==> config.mk <==
export PLATFORM = sky130hd
export DESIGN_NAME = la_rrarb4
export DESIGN_NICKNAME = d
export VERILOG_FILES = /design/src/rtl/la_rrarb4.sv
export SDC_FILE = /design/constraint.sdc
export NUM_CORES = 1
export LEC_CHECK = 0
export ABC_AREA = 0
export BUFFER_PORTS_ARGS = -buffer_cell sky130_fd_sc_hd__clkbuf_2
export CORE_ASPECT_RATIO = 1.1
export CORE_MARGIN = 1.5
export CORE_UTILIZATION = 50
export CTS_BUF_LIST = sky130_fd_sc_hd__clkbuf_8
export CTS_CLUSTER_SIZE = 10
export DETAILED_ROUTE_END_ITERATION = 8
export PLACE_DENSITY = 0.82
export REMOVE_ABC_BUFFERS = 1
export SLEW_MARGIN = 0
export SYNTH_ARGS = -nofsm -noshare
export SYNTH_HDL_FRONTEND = slang
export SYNTH_SLANG_ARGS = --single-unit
==> constraint.sdc <==
create_clock -name clk -period 2.5 [get_ports clk]
set_input_delay 0 -clock clk [delete_from_list [all_inputs] [get_ports clk]]
set_output_delay 0 -clock clk [all_outputs]
set_load 0.02 [all_outputs]
==> src/rtl/la_rrarb4.sv <==
// Four-requester round-robin arbiter with registered one-hot grant, optional max hold time.
// Optional lock input enabled by defining LA_RRARB4_LOCK_EN.
//
// state    | meaning
// ST_IDLE  | no holder, gnt=0, waiting for any req
// ST_GRANT | one holder (gnt_id), grant kept, passed or released each edge
module la_rrarb4 #(
   parameter string PROP    = "DEFAULT",
   parameter int    MAXHOLD = 0
) (
   input  logic       clk,
   input  logic       nreset,
   input  logic [3:0] req,
`ifdef LA_RRARB4_LOCK_EN
   input  logic       lock,
`endif
   output logic [3:0] gnt,
   output logic [1:0] gnt_id,
   output logic       valid,
   output logic       idle
);

   typedef enum logic {ST_IDLE, ST_GRANT} state_t;

   localparam logic [7:0] HOLD_LAST = 8'((MAXHOLD == 0) ? 0 : MAXHOLD - 1);

   state_t     state_q, state_d;
   logic [1:0] id_q, id_d;
   logic [1:0] last_q, last_d;
   logic [7:0] cnt_q, cnt_d;
   logic [7:0] eff_cnt;
   logic [3:0] gnt_q, gnt_d;
   logic       valid_q, valid_d;
   logic [2:0] pick_all, pick_oth;
   logic       locked_q, locked_d;
   logic       lock_hold;

   // Returns {found, index}; search order is after+1, after+2, ... modulo 4.
   function automatic logic [2:0] pick(input logic [1:0] after, input logic [3:0] r);
      logic [2:0] res;
      logic [1:0] idx;
      res = 3'b000;
      for (int k = 4; k >= 1; k--) begin
         idx = after + 2'(k);
         if (r[idx]) res = {1'b1, idx};
      end
      return res;
   endfunction

`ifdef LA_RRARB4_LOCK_EN
   assign lock_hold = lock;
`else
   assign lock_hold = 1'b0;
`endif

   assign pick_all = pick(last_q, req);
   assign pick_oth = pick(last_q, req & ~(4'b0001 << id_q));
   // After a locked stretch the hold window restarts from zero.
   assign eff_cnt  = locked_q ? 8'd0 : cnt_q;

   always_comb begin
      state_d  = state_q;
      id_d     = id_q;
      last_d   = last_q;
      cnt_d    = cnt_q;
      locked_d = 1'b0;
      case (state_q)
         ST_IDLE: begin
            if (pick_all[2]) begin
               state_d = ST_GRANT;
               id_d    = pick_all[1:0];
               last_d  = pick_all[1:0];
               cnt_d   = 8'd0;
            end
         end
         ST_GRANT: begin
            if (lock_hold) begin
               locked_d = 1'b1;
            end else if (!req[id_q]) begin
               if (pick_oth[2]) begin
                  id_d   = pick_oth[1:0];
                  last_d = pick_oth[1:0];
                  cnt_d  = 8'd0;
               end else begin
                  state_d = ST_IDLE;
                  cnt_d   = 8'd0;
               end
            end else if (MAXHOLD == 0) begin
               cnt_d = 8'd0;
            end else if (eff_cnt == HOLD_LAST) begin
               cnt_d = 8'd0;
               if (pick_oth[2]) begin
                  id_d   = pick_oth[1:0];
                  last_d = pick_oth[1:0];
               end
            end else begin
               cnt_d = (eff_cnt == 8'd255) ? eff_cnt : eff_cnt + 8'd1;
            end
         end
         default: state_d = ST_IDLE;
      endcase
      valid_d = (state_d == ST_GRANT);
      gnt_d   = valid_d ? (4'b0001 << id_d) : 4'b0000;
   end

   always_ff @(posedge clk) begin
      if (!nreset) begin
         state_q  <= ST_IDLE;
         id_q     <= 2'd0;
         last_q   <= 2'd3;
         cnt_q    <= 8'd0;
         gnt_q    <= 4'b0000;
         valid_q  <= 1'b0;
         locked_q <= 1'b0;
      end else begin
         state_q  <= state_d;
         id_q     <= id_d;
         last_q   <= last_d;
         cnt_q    <= cnt_d;
         gnt_q    <= gnt_d;
         valid_q  <= valid_d;
         locked_q <= locked_d;
      end
   end

   assign gnt    = gnt_q;
   assign gnt_id = id_q;
   assign valid  = valid_q;
   assign idle   = !valid_q && (req == 4'b0000);

endmodule

==> impl_metrics.yaml, run 1 <==
worst_setup_path:
  max_stage_delay_ns: 0.69
  path_cells: "mux2_4 -> o211a_2 -> or4b_1 -> a21oi_2 -> a311oi_1 -> and4_1"
  worst_ep_arrival_time_ns: 2.39
  worstPathRequired_ns: 2.62
  endpoint: "gnt[2]"
  r2r-start: "last_q[0]"
  reg2reg_setup_slack_ns: 0.23
  endpoint_kind: "flip-flop"
  timing.rr.end: "gnt[2]"
  rr_worst_depth: 6
  cp.depth: 6
  critPathBufInv: 0
  critPathKind: "reg2reg"
  cp-start-kind: "flip-flop"
  cpLargestDelayFamily: "simple AND/OR/NAND/NOR gates"
  cp_max_fo: 16
  worstSetupStartpoint: "last_q[0]"
  cpMaxStageDelayCell: "dfxtp_1"
yosys:
  ys_ff_latch: 9
  synth_warnings: 0
  synth_cells: 101
  synth_edf_count: 0
  synthTopCellsByCount: "9 x dfxtp_1, 7 x nand2_1, 6 x a211oi_1, 6 x a21oi_1, 6 x mux2i_1"
  synth_most_common_cell: "dfxtp_1"
  async_flop_share_pct: 0
  mappedNetlistArea_um2: 846
  synth.top_cell.area_share_pct: 21.3
  synth_top_area_cell: "dfxtp_1"
  ys_types: 47
  syn_area_per_cell_um2: 8.37
  synth_area_leaders: "dfxtp_1 21%, mux2i_1 7.1%, a211oi_1 5.3%"
  yosysSeqAreaShare_pct: 21.3
  synth-main-ff-cell: "dfxtp_1"
grt:
  grt.total_usage_pct: 21.6
  grt_pass1_vias: 801
  grt_pass1_wl_um: 3230
  grt_start_max_net_pins: 17
  antenna_found_initial: 0
  grt_overflow: 0
sta:
  tns_ns: 0
  worst_slack_ns: 0.231
  post-route-period-util_pct: 90.8
  hold_ws_ns: 0.377
  drv_slew: 0
  worst_slew_pin_slew_ns: 0.593
  slew_headroom_pct: 60.4
  rsz0062_at_grt: "no"
  finalSetupViolCount: 0
  finalCriticalPeriod_ns: 2.27
  finalHoldViolCount: 0
  fin_skew_ns: 0.00535
  fmax_mhz: 441
placed_design:
  dp_hpwl_um: 1390
  globalplace.congestion: 0.860
  place_ws_ns: 0.253
  io_buffers: 13
run:
  cap_viol_max_count: 0
route:
  via_per_inst: 6.48
  num_vias: 829
  routed_wl_um: 1930
  ant_nets: 0
  highest_layer: "met3"
  first_pass_iters: 4
  drc: 0
  drt_iter0_drc: 28
  wl_met1_um: 887
  wl_per_cell_um: 15.1
  met3_length_um: 72
  wl_met2_um: 972
finish:
  layout-drive-gt1-share_pct: 23.4
  syn_to_final_growth_pct: 9.17
  multi_input_area_um2: 591
  ff_latch_area_um2: 180
  fill_cells: 144
  antenna_cells: 0
  nNetsFinal: 118
clock_network:
  cts.htree.levels: 1
  clock_latency_ns: 0.23
  path_clk_slew_ns: 0.05
  cts_root_buffer: "clkbuf_8"
  cts.repair.resized: 0
  ctsLongestPathBuffers: 2
  cts_buffers: 3
  clock_sinks: 9
  cts_tree: "yes"
power_and_ir_drop:
  peakVddDrop_mv: 0.488
  leakage_uw: 0.000377
  power_density_nw_per_um2: 721
  totalPowerFinal_uw: 666
status:
  status: "finished, final reports clean"
die:
  initial_utilization_pct: 53.7
  fp-row-count: 15
  io_pins: 14
  core_area_um2: 1580
  dieArea_um2: 1950
  die_x_um: 42.2
  dieHeight_um: 46.1
min_path:
  hold_class: "in2reg"
-- cell usage in the layout, fill, tap and decap left out, drive strengths merged, types with 2 or more instances in the layout --
| master | count |
|---|---|
| nand2b | 5 |
| mux2i | 6 |
| o211ai | 2 |
| o21a | 2 |
| nand2 | 7 |
| o21ai | 3 |
| nor2 | 5 |
| nand3 | 2 |
| a21oi | 8 |
| and4 | 2 |
| clkbuf | 16 |
| and2 | 4 |
| a21boi | 3 |
| nor2b | 2 |
| dfxtp | 9 |
| a211o | 2 |
| nand3b | 2 |
| a211oi | 6 |
| inv | 2 |
| o221ai | 3 |
-- cells by family after synthesis --
group                     count (synthesis)  synth area share, %
AOI/OAI and AO/OA                        39                 35.5
xor gates and xnor gates                  2                 2.07
buffers and inverters                    10                 8.87
DFF                                       9                 21.3
muxes                                     7                 8.88
and+or+nand+nor                          34                 23.4
-- through the flow --
step / instance area (um2) / util (%) / cells
2_1_floorplan: 774 / - / 92
3_3_place_gp: 868 / 55.1 / 123
3_5_place_dp: 868 / 55.1 / 123
4_1_cts: 923 / 58.6 / 128
5_1_grt: 923 / 58.6 / 128
6_report: 923 / 58.6 / 128
-- power by group --
part	total [uW]	leakage [uW]	switching, uW	internal (uW)
registers	217	0.0000744	50.1	167
logic	287	0.000275	155	132
clock network	161	0.0000269	54.5	107
-- worst min-delay path by stage --
stage | to | slack [ns] | cells past startpoint | start
final | valid | 0.38 | 4 | req[3]
after global routing | valid | 0.43 | 4 | req[3]
after CTS | valid | 0.35 | 4 | req[3]
after detailed placement | last_q[0] | 0.23 | 2 | nreset
after global placement | last_q[1] | 0.23 | 2 | nreset
after floorplan | last_q[0] | 0.08 | 1 | nreset
-- metal layers --
| metal | track usage [%] | up-vias |
|---|---|---|
| li1 | - | 405 |
| met1 | 24.6 | 398 |
| met2 | 39.4 | 26 |
| met3 | 6.67 | 0 |
| met4 | 5.63 | 0 |
| met5 | 0 | - |
-- repair_timing --
| action | 4_1_cts | 5_1_grt |
|---|---|---|
| setup buffers | 0 | 0 |
| endpoints found under the hold margin | 2 | 0 |
| hold buffers | 1 | 0 |
-- flip-flops by register name (all words and copies together) (netlist names) --
signal,flops
valid,1
gnt_id,2
gnt,4
last_q,2
-- worst min-delay path: cells and delay by family --
kind                   cells  cell delay (ns)
buffers and inverters      2             0.28
and+or+nand+nor            2             0.29
-- final cells by class --
| class | instances | share of cell area [%] |
|---|---|---|
| multi-input cells | 82 | 64.0 |
| well taps | 17 | 2.30 |
| flip-flops and latches | 9 | 19.5 |
| clock inverters | 1 | 0.407 |
| repair buffers | 15 | 8.94 |
| inverters | 1 | 0.407 |
| clock buffers | 3 | 4.47 |
(Power assumes the default switching activity.)
==> run 2: changes to the inputs <==
--- a/config.mk
+++ b/config.mk
@@ -13,7 +13,7 @@
 export CTS_BUF_LIST = sky130_fd_sc_hd__clkbuf_8
 export CTS_CLUSTER_SIZE = 10
 export DETAILED_ROUTE_END_ITERATION = 8
-export PLACE_DENSITY = 0.82
+export PLACE_DENSITY = 0.85
 export REMOVE_ABC_BUFFERS = 1
 export SLEW_MARGIN = 0
 export SYNTH_ARGS = -nofsm -noshare
==> constraint.sdc (replaced) <==
create_clock -name clk -period 2 [get_ports clk]
set_input_delay 0 -clock clk [delete_from_list [all_inputs] [get_ports clk]]
set_output_delay 0 -clock clk [all_outputs]
set_load 0.02 [all_outputs]
==> impl_metrics.yaml, run 2 (same netlist as run 1, synthesis figures left out) <==
worst_setup_path:
  worst_ep_arrival_time_ns: 2.15
  cp_max_fo: 11
  cp-start-kind: "flip-flop"
  critPathKind: "reg2reg"
  worstPathRequired_ns: 2.17
  endpoint_kind: "flip-flop"
clock_network:
  ctsLongestPathBuffers: 2
  cts_buffers: 3
  cts_tree: "yes"
  clock_latency_ns: 0.23
  cts.htree.levels: 1
  clock_sinks: 9
  path_clk_slew_ns: 0.04
  cts_root_buffer: "clkbuf_8"
power_and_ir_drop:
  peakVddDrop_mv: 0.581
  totalPowerFinal_uw: 1050
  leakage_uw: 0.000491
  power_density_nw_per_um2: 899
finish:
  nNetsFinal: 136
  layout_commonest_cell: "buf_4"
  largest_reg_flops: 4
  fill_cells: 90
  syn_to_final_growth_pct: 38.3
  ff_latch_area_um2: 191
  antenna_cells: 0
  layout-drive-gt1-share_pct: 44.2
  instances_no_fill: 146
  final_cell_mix: "18 x buf_4, 13 x clkbuf_2, 7 x nand2_1"
  final_cell_area_um2: 1170
  multi_input_area_um2: 683
sta:
  finalCriticalPeriod_ns: 1.98
  fmax_mhz: 505
  slew_headroom_pct: 75.7
  worst_slew_pin_slew_ns: 0.364
  finalSetupViolCount: 0
  fin_skew_ns: 0.00199
  post-route-period-util_pct: 99.0
  finalHoldViolCount: 0
  drv_slew: 0
run:
  cap_viol_max_count: 0
placed_design:
  dp_hpwl_um: 1670
  globalplace.congestion: 0.951
  post_dp_cell_area_um2: 958
  io_buffers: 13
  dp.cells: 135
route:
  first_pass_iters: 4
  via_per_inst: 6.92
  drt_iter0_drc: 73
  routed_wl_um: 2880
  ant_nets: 0
  drc: 0
  num_vias: 1010
  wl_per_cell_um: 19.7
min_path:
  hold_class: "in2reg"
die:
  dieHeight_um: 46.1
  fp-row-count: 15
  die_x_um: 42.2
  io_pins: 14
  dieArea_um2: 1950
  initial_utilization_pct: 53.7
  core_area_um2: 1580
status:
  status: "finished, final reports clean"
grt:
  grt_start_max_net_pins: 12
  grt_overflow: 0
  antenna_found_initial: 0
  grt.total_usage_pct: 27.0
  grt_pass1_vias: 848
  grt_pass1_wl_um: 3880
-- run 2: repair_timing --
action	4_1_cts	5_1_grt
hold endpoints to repair	2	0
pin swaps	0	11
hold buffers	1	0
setup buffers	0	6
setup endpoints to repair	6	8
gates resized for setup	4	21
-- run 2: layer usage --
metal / part of all wire, % / vias up / global-route usage, %
li1: - / 442 / -
met1: 39 / 479 / 32.8
met2: 49 / 75 / 45.8
met3: 8.6 / 14 / 4.71
met4: 3.4 / 0 / 15.0
met5: 0 / - / 0
-- run 2: cell type report --
class / count / area share [%]
inverters: 1 / 0.321
repair buffers: 33 / 19.3
flip-flops and latches: 9 / 16.4
clock inverters: 1 / 0.321
well taps: 17 / 1.82
clock buffers: 3 / 3.53
multi-input cells: 82 / 58.4
-- run 2: critical path: stages, from the launching register on --
cell      delay (ns)
dfxtp_4         0.45
buf_4           0.17
mux2i_1         0.21
o211ai_1        0.15
a211o_1         0.37
a311oi_2        0.34
and4_1          0.22
-- run 2: path summary, 6_finish.rpt --
path | start | to | slack, ns | depth (start not counted)
max | gnt_id[0] | gnt[2] | 0.02 | 6
max reg2reg | gnt_id[0] | gnt[2] | 0.02 | 6
min reg2reg | last_q[0] | last_q[0] | 0.75 | 3
min | req[3] | valid | 0.44 | 4
-- run 2: power by group --
part	internal, uW	switching [uW]
combinational	281	299
sequential	214	53.2
clock	134	71.5
total	628	423
-- run 2: stage by stage --
| stage | setup WS [ns] | hold WS, ns | util [%] | TNS, ns |
|---|---|---|---|---|
| 2_1_floorplan | -0.136 | 0.0786 | - | -0.532 |
| 3_3_place_gp | -0.0738 | 0.230 | 60.8 | -0.263 |
| 3_5_place_dp | -0.101 | 0.229 | 60.8 | -0.467 |
| 4_1_cts | 0.00102 | 0.371 | 65.0 | 0 |
| 5_1_grt | -0.0618 | 0.462 | 74.2 | -0.168 |
| 6_report | 0.0196 | 0.444 | 74.2 | 0 |
